**config.mk**
```make
export PLATFORM = sky130hd
export DESIGN_NAME = pre_if_fetch_gen
export DESIGN_NICKNAME = d
export VERILOG_FILES = /design/src/rtl/pre_if_fetch_gen.sv
export SDC_FILE = /design/constraint.sdc
export NUM_CORES = 1
export LEC_CHECK = 0
export CORE_UTILIZATION = 48
export CTS_BUF_LIST = sky130_fd_sc_hd__clkbuf_4 sky130_fd_sc_hd__clkbuf_8
export CTS_CLUSTER_DIAMETER = 200
export DETAILED_ROUTE_END_ITERATION = 16
export PLACE_DENSITY = 0.88
export RECOVER_POWER = 25
export SLEW_MARGIN = 20
export SYNTH_ARGS = -nofsm -noshare
export SYNTH_HDL_FRONTEND = slang
export SYNTH_HIERARCHICAL = 1
export SYNTH_SLANG_ARGS = --single-unit
```
**constraint.sdc**
```tcl
create_clock -name clk -period 6.06 [get_ports clk]
set_clock_uncertainty 0.05 [all_clocks]
set_input_delay 0.606 -clock clk [delete_from_list [all_inputs] [get_ports clk]]
set_output_delay 0.606 -clock clk [all_outputs]
set_load 0.02 [all_outputs]
```
**src/rtl/pre_if_fetch_gen.sv**
```systemverilog
// Fetch-address generation in front of IF: owns the fetch PC, arbitrates redirects,
// translates mapped PCs through the ITLB port and keeps several icache requests in flight.
module pre_if_fetch_gen #(
  parameter logic [31:0] PC_START        = 32'hBFC00000,
  parameter int          FETCH_W         = 2,
  parameter int          MAX_OUTSTANDING = 2,
  parameter int          TLB_LAT         = 1
) (
  input  logic        clk,
  input  logic        resetn,
  input  logic        exception_flush,
  input  logic [31:0] ex_addr,
  input  logic        eret_flush,
  input  logic [31:0] epc,
  input  logic        refetch_flush,
  input  logic [31:0] refetch_pc,
  input  logic        br_redirect,
  input  logic [31:0] br_target,
  input  logic        pred_taken,
  input  logic [31:0] pred_target,
  input  logic        IF_allowin,
  output logic        icache_valid,
  output logic [31:0] icache_addr,
  output logic        icache_uncached,
  input  logic        icache_addr_ok,
  input  logic        icache_data_ok,
  output logic [18:0] s0_vpn2,
  output logic        s0_odd_page,
  input  logic        s0_found,
  input  logic [19:0] s0_pfn,
  input  logic [2:0]  s0_c,
  input  logic        s0_v,
  input  logic [2:0]  k0,
  output logic        fetch_valid,
  output logic [31:0] fetch_pc,
  output logic [2:0]  fetch_cnt,
  output logic [2:0]  fetch_ex,
  output logic        rsp_discard
);

  localparam logic [1:0]  XLATE_IDLE = 2'd0;
  localparam logic [1:0]  LOOKUP     = 2'd1;
  localparam logic [1:0]  READY      = 2'd2;
  localparam logic [31:0] BLK_BYTES  = 32'(4 * FETCH_W);
  localparam logic [31:0] BLK_MASK   = BLK_BYTES - 32'd1;
  localparam logic [2:0]  MAX_OUT    = 3'(MAX_OUTSTANDING);
  localparam logic [2:0]  FW         = 3'(FETCH_W);
  localparam logic        LAT_LAST   = 1'(TLB_LAT - 1);

  logic [31:0] pc_q, pc_d;
  logic [1:0]  state_q, state_d;
  logic        lat_q, lat_d;
  logic        hold_q, hold_d;
  logic [2:0]  out_q, out_d;
  logic [7:0]  disc_q, disc_d;
  logic        tlb_found_q, tlb_found_d;
  logic        tlb_v_q, tlb_v_d;
  logic [19:0] tlb_pfn_q, tlb_pfn_d;
  logic [2:0]  tlb_c_q, tlb_c_d;
  logic        fetch_valid_q, fetch_valid_d;
  logic [31:0] fetch_pc_q, fetch_pc_d;
  logic [2:0]  fetch_cnt_q, fetch_cnt_d;
  logic [2:0]  fetch_ex_q, fetch_ex_d;

  logic        flush_s, mapped_s, adel_s, ready_s, issue_s, fire_s, take_ex_s;
  logic        dok_disc_s, dok_live_s, uncached_s;
  logic [31:0] flush_tgt_s, paddr_s, seq_pc_s;
  logic [2:0]  ex_s, slot_s, cnt_s, out_after_s;

  always_comb begin
    flush_s = exception_flush | eret_flush | refetch_flush | br_redirect;
    if (exception_flush) begin
      flush_tgt_s = ex_addr;
    end else if (eret_flush) begin
      flush_tgt_s = epc;
    end else if (refetch_flush) begin
      flush_tgt_s = refetch_pc;
    end else begin
      flush_tgt_s = br_target;
    end

    mapped_s = (pc_q[31:30] != 2'b10);
    adel_s   = (pc_q[1:0] != 2'b00);
    // Unmapped and misaligned PCs need no lookup, so they are ready straight from idle.
    ready_s  = resetn && !hold_q &&
               (((state_q == XLATE_IDLE) && (!mapped_s || adel_s)) || (state_q == READY));

    if (adel_s) begin
      ex_s = 3'b100;
    end else if (mapped_s && !tlb_found_q) begin
      ex_s = 3'b010;
    end else if (mapped_s && !tlb_v_q) begin
      ex_s = 3'b001;
    end else begin
      ex_s = 3'b000;
    end

    paddr_s    = mapped_s ? {tlb_pfn_q, pc_q[11:0]} : {3'b000, pc_q[28:0]};
    uncached_s = mapped_s ? (tlb_c_q != 3'd3) : (pc_q[29] | (k0 != 3'd3));
    slot_s     = 3'((pc_q & BLK_MASK) >> 2);
    cnt_s      = FW - slot_s;
    seq_pc_s   = (pc_q & ~BLK_MASK) + BLK_BYTES;

    issue_s   = ready_s && IF_allowin && (out_q < MAX_OUT) && !flush_s && (ex_s == 3'b000);
    fire_s    = issue_s && icache_addr_ok;
    take_ex_s = ready_s && IF_allowin && !flush_s && (ex_s != 3'b000);

    // Responses return in order, so cancelled ones are always consumed first.
    dok_disc_s  = icache_data_ok && (disc_q != 8'd0);
    dok_live_s  = icache_data_ok && (disc_q == 8'd0) && (out_q != 3'd0);
    out_after_s = out_q - {2'b00, dok_live_s} + {2'b00, fire_s};
  end

  always_comb begin
    pc_d        = pc_q;
    state_d     = state_q;
    lat_d       = lat_q;
    hold_d      = hold_q;
    tlb_found_d = tlb_found_q;
    tlb_v_d     = tlb_v_q;
    tlb_pfn_d   = tlb_pfn_q;
    tlb_c_d     = tlb_c_q;
    if (flush_s) begin
      pc_d    = flush_tgt_s;
      state_d = XLATE_IDLE;
      lat_d   = 1'b0;
      hold_d  = 1'b0;
      out_d   = 3'd0;
      disc_d  = disc_q - {7'd0, dok_disc_s} + {5'd0, out_after_s};
    end else begin
      out_d  = out_after_s;
      disc_d = disc_q - {7'd0, dok_disc_s};
      case (state_q)
        XLATE_IDLE: begin
          if (mapped_s && !adel_s) begin
            state_d = LOOKUP;
            lat_d   = 1'b0;
          end else begin
            state_d = XLATE_IDLE;
          end
        end
        LOOKUP: begin
          if (lat_q == LAT_LAST) begin
            state_d     = READY;
            tlb_found_d = s0_found;
            tlb_v_d     = s0_v;
            tlb_pfn_d   = s0_pfn;
            tlb_c_d     = s0_c;
          end else begin
            lat_d = lat_q + 1'b1;
          end
        end
        READY:   state_d = READY;
        default: state_d = XLATE_IDLE;
      endcase
      if (fire_s) begin
        pc_d    = pred_taken ? pred_target : seq_pc_s;
        state_d = XLATE_IDLE;
      end else if (take_ex_s) begin
        hold_d = 1'b1;
      end else begin
        hold_d = hold_q;
      end
    end

    fetch_valid_d = fire_s | take_ex_s;
    if (fire_s) begin
      fetch_pc_d  = pc_q;
      fetch_cnt_d = cnt_s;
      fetch_ex_d  = 3'b000;
    end else if (take_ex_s) begin
      fetch_pc_d  = pc_q;
      fetch_cnt_d = 3'd1;
      fetch_ex_d  = ex_s;
    end else begin
      fetch_pc_d  = fetch_pc_q;
      fetch_cnt_d = fetch_cnt_q;
      fetch_ex_d  = fetch_ex_q;
    end
  end

  always_ff @(posedge clk) begin
    if (!resetn) begin
      pc_q          <= PC_START;
      state_q       <= XLATE_IDLE;
      lat_q         <= 1'b0;
      hold_q        <= 1'b0;
      out_q         <= 3'd0;
      disc_q        <= 8'd0;
      tlb_found_q   <= 1'b0;
      tlb_v_q       <= 1'b0;
      tlb_pfn_q     <= 20'd0;
      tlb_c_q       <= 3'd0;
      fetch_valid_q <= 1'b0;
      fetch_pc_q    <= 32'd0;
      fetch_cnt_q   <= 3'd0;
      fetch_ex_q    <= 3'd0;
    end else begin
      pc_q          <= pc_d;
      state_q       <= state_d;
      lat_q         <= lat_d;
      hold_q        <= hold_d;
      out_q         <= out_d;
      disc_q        <= disc_d;
      tlb_found_q   <= tlb_found_d;
      tlb_v_q       <= tlb_v_d;
      tlb_pfn_q     <= tlb_pfn_d;
      tlb_c_q       <= tlb_c_d;
      fetch_valid_q <= fetch_valid_d;
      fetch_pc_q    <= fetch_pc_d;
      fetch_cnt_q   <= fetch_cnt_d;
      fetch_ex_q    <= fetch_ex_d;
    end
  end

  assign icache_valid    = issue_s;
  assign icache_addr     = issue_s ? (paddr_s & ~BLK_MASK) : 32'd0;
  assign icache_uncached = issue_s & uncached_s;
  assign s0_vpn2         = (resetn && (state_q == LOOKUP)) ? pc_q[31:13] : 19'd0;
  assign s0_odd_page     = resetn && (state_q == LOOKUP) && pc_q[12];
  assign rsp_discard     = resetn && dok_disc_s;
  assign fetch_valid     = fetch_valid_q;
  assign fetch_pc        = fetch_pc_q;
  assign fetch_cnt       = fetch_cnt_q;
  assign fetch_ex        = fetch_ex_q;

  pre_if_fetch_gen_chk u_chk (
    .clk            (clk),
    .resetn         (resetn),
    .icache_data_ok (icache_data_ok),
    .out_q          (out_q),
    .disc_q         (disc_q),
    .max_out        (MAX_OUT)
  );

endmodule

// Protocol checker: in-flight bound and no response without a matching request.
module pre_if_fetch_gen_chk (
  input logic       clk,
  input logic       resetn,
  input logic       icache_data_ok,
  input logic [2:0] out_q,
  input logic [7:0] disc_q,
  input logic [2:0] max_out
);
  outstanding_bound: assert property (@(posedge clk) disable iff (!resetn) out_q <= max_out);
  no_orphan_rsp: assert property (@(posedge clk) disable iff (!resetn)
    icache_data_ok |-> ((out_q != 3'd0) || (disc_q != 8'd0)));
endmodule

```
==> qor.csv <==
metric,value,unit
cp.required,6.27,ns
maxSlewHeadroom,23.8,%
drt-total-wl,25.9,mm
drtAntennaViolNets,0,
post-place-ws,1.17,ns
dp_hpwl,19.3,mm
rsz0062_at_grt,no,
syn-cell-area,7110,um^2
syn_to_final_growth,42.6,%
n_fill_cell,1221,
wl_per_cell,18.8,um
layout_setup_ws,0.962,ns
cp.arrival,5.31,ns
cts_buffer_depth,2,
tritoncts,built,
p_comb_share,32.2,%
hold_buffers,0,
fin_crit,5.10,ns
synth-edff-count,0,
hp-class,flip-flop to flip-flop,
hold-path-cell-count,2,
synthesis.instances,961,
critPathKind,flip-flop to flip-flop,
insertion_delay,0.39,ns
slew_violations,0,
setup_viol,0,
cts_root_buf,clkbuf_8,
grt_max_degree,95,
power_density,186,nW/um^2
cpMostUsedCell,inv_1,
drt_iter0_drc,763,
cts-buffers-inserted,9,
p_int,1.23,mW
start_kind,flip-flop,
die_w,124,um
cts.clk_slew.worst_paths,0.11,ns
ys_warn_count,6,
postCtsSetupBuffers,0,
worst_path_max_delay_cell,o21ai_0,
clkSinkCount,109,
synth.area.top_cells,"dfxtp_1, nand2_1, o21ai_0",
hold_viol,0,
pwr-share-seq,44.2,%
drc_errors,0,
clock_power_share,23.5,%
cts_max_level,3,
yosysSeqAreaShare,30.7,%
dp_cells,1358,
hold_ws,0.409,ns
ctsResizeCount,0,
grt_overflow,0,
place.gp.congestion,0.934,
synth_area_leader_cell,dfxtp_1,
dieArea,15300,um^2
synth_area_per_cell,7.40,um^2
die_height,124,um
status,completed,
fmax,196,MHz
port_buffers,287,
vias_per_cell,5.92,
p_switching,655,uW
via_count,8147,
worstPathCellList,"nor2b_2, buf_4, o21ai_0, a21oi_2, inv_1, ha_1, inv_1, ha_1, fa_1, inv_1, fa_1, inv_1, a21oi_1, or3_1, o41ai_1",
drive_gt1_share,4.87,%
yosys_register_bits,109,
async_flop_share,0,%
multiInputGateArea,4470,um^2
synth_top_area_share,30.7,%
cp_max_fo,25,
grt_pass1_vias,7545,
vdd_drop_max,0.114,mV
maxCapViolCount,0,
antenna_found_initial,3,
grt_first_pass_wirelength,39.4,mm
io_pins,292,
core_area,14500,um^2
start_util,49.1,%
max_stage_delay,0.91,ns
p_leak,3.97,nW
end_kind,flip-flop,
finalCritPeriodShare,84.1,%
synth_cell_types,71,
ff2ff_path_depth,15,
rows,44,
fin_setup_tns,0,ns
switching_share,34.7,%
firstDrtPassIters,6,
seqCellArea,2180,um^2
nets,1398,
synthFlopType,dfxtp_1,
track_usage,33.9,%
final_cells,1376,
worst_slew_pin_slew,1.13,ns
synthesized netlist by cell type (all sizes together) (12+ instances only):
| master | n |
|---|---|
| a21oi | 65 |
| and2 | 13 |
| and3 | 32 |
| buf | 25 |
| clkbuf | 67 |
| dfxtp | 109 |
| ha | 13 |
| inv | 28 |
| mux2i | 50 |
| nand2 | 187 |
| nand3 | 19 |
| nor2 | 36 |
| nor3 | 12 |
| o211ai | 20 |
| o21ai | 111 |
power by group through the flow:
stage	clock network (mW)	logic, mW	registers (mW)
6_report	0.444	0.609	0.835
5_1_grt	0.474	0.668	0.840
4_1_cts	0.448	0.601	0.831
3_5_place_dp	0	0.595	0.849
3_3_place_gp	0	0.581	0.847
2_1_floorplan	0	0.378	0.812
worst max-delay path, delay by kind of cell, from the launching register on:
kind,cells,cell delay [ns]
and+or+nand+nor,2,0.43
buffers and inverters,5,1.01
adders and majority gates,4,1.37
DFF,1,0.51
AOI/OAI and AO/OA,4,1.59
cell usage in the layout, fill, tap and decap left out, drive strengths merged, types with 31 or more instances in the layout:
cell,n
a21oi,65
and3,32
clkdlybuf4s50,246
dfxtp,109
dlygate4sd3,38
inv,31
mux2i,50
nand2,187
nor2,36
o21ai,111
layer usage:
layer  global-route usage, %  routed length (um)  vias to the layer above
met1                    40.8               10000                     3725
met3                    8.10                2530                       71
met2                    56.8               12400                      495
met5                       0                   0                        -
met4                    15.6                 950                        0
li1                        -                   -                     3856
cell type report:
type,instances,area share (%)
repair buffers,302,29.3
diodes,2,0.0494
clock buffers,11,1.43
inverters,28,1.04
multi-input cells,735,44.0
clock inverters,5,0.407
well taps,184,2.27
flip-flops and latches,109,21.5
path summary, 6_finish.rpt:
kind / from / slack [ns] / endpoint
hold / removal: fetch_pc[28] / 0.41 / fetch_pc[28]
hold reg to reg: fetch_pc[28] / 0.41 / fetch_pc[28]
setup / recovery: pc_q[30] / 0.96 / disc_q[6]
setup reg to reg: pc_q[30] / 0.96 / disc_q[6]
sequential cells by signal, summed over array words and instances, names as in the netlist:
signal and cells:
fetch_ex 3, hold_q 1, pc_q 32, fetch_cnt 2, disc_q 8, state_q 2, fetch_pc 32, tlb_pfn_q 20
tlb_found_q 1, tlb_c_q 3, out_q 3, tlb_v_q 1, fetch_valid 1
cells by family after synthesis:
| group | Yosys count | synth area share, % |
|---|---|---|
| other | 1 | 0.0527 |
| multiplexers | 58 | 8.31 |
| AND/OR/NAND/NOR | 360 | 24.0 |
| buffers and inverters | 120 | 6.88 |
| AO/OA/AOI/OAI | 281 | 25.1 |
| adder cells (fa/ha/maj) | 15 | 2.85 |
| XOR/XNOR | 17 | 2.09 |
| flip-flops | 109 | 30.7 |
through the flow:
stage | cell area, um^2 | power, mW | util [%]
after floorplan | 7120 | 1.19 | -
after global placement | 9950 | 1.43 | 68.7
after detailed placement | 9950 | 1.44 | 68.7
final | 10100 | 1.89 | 70.0
after global routing | 10100 | 1.98 | 70.0
after CTS | 10100 | 1.88 | 70.0
Note: power is estimated with default switching activity, not from simulation.
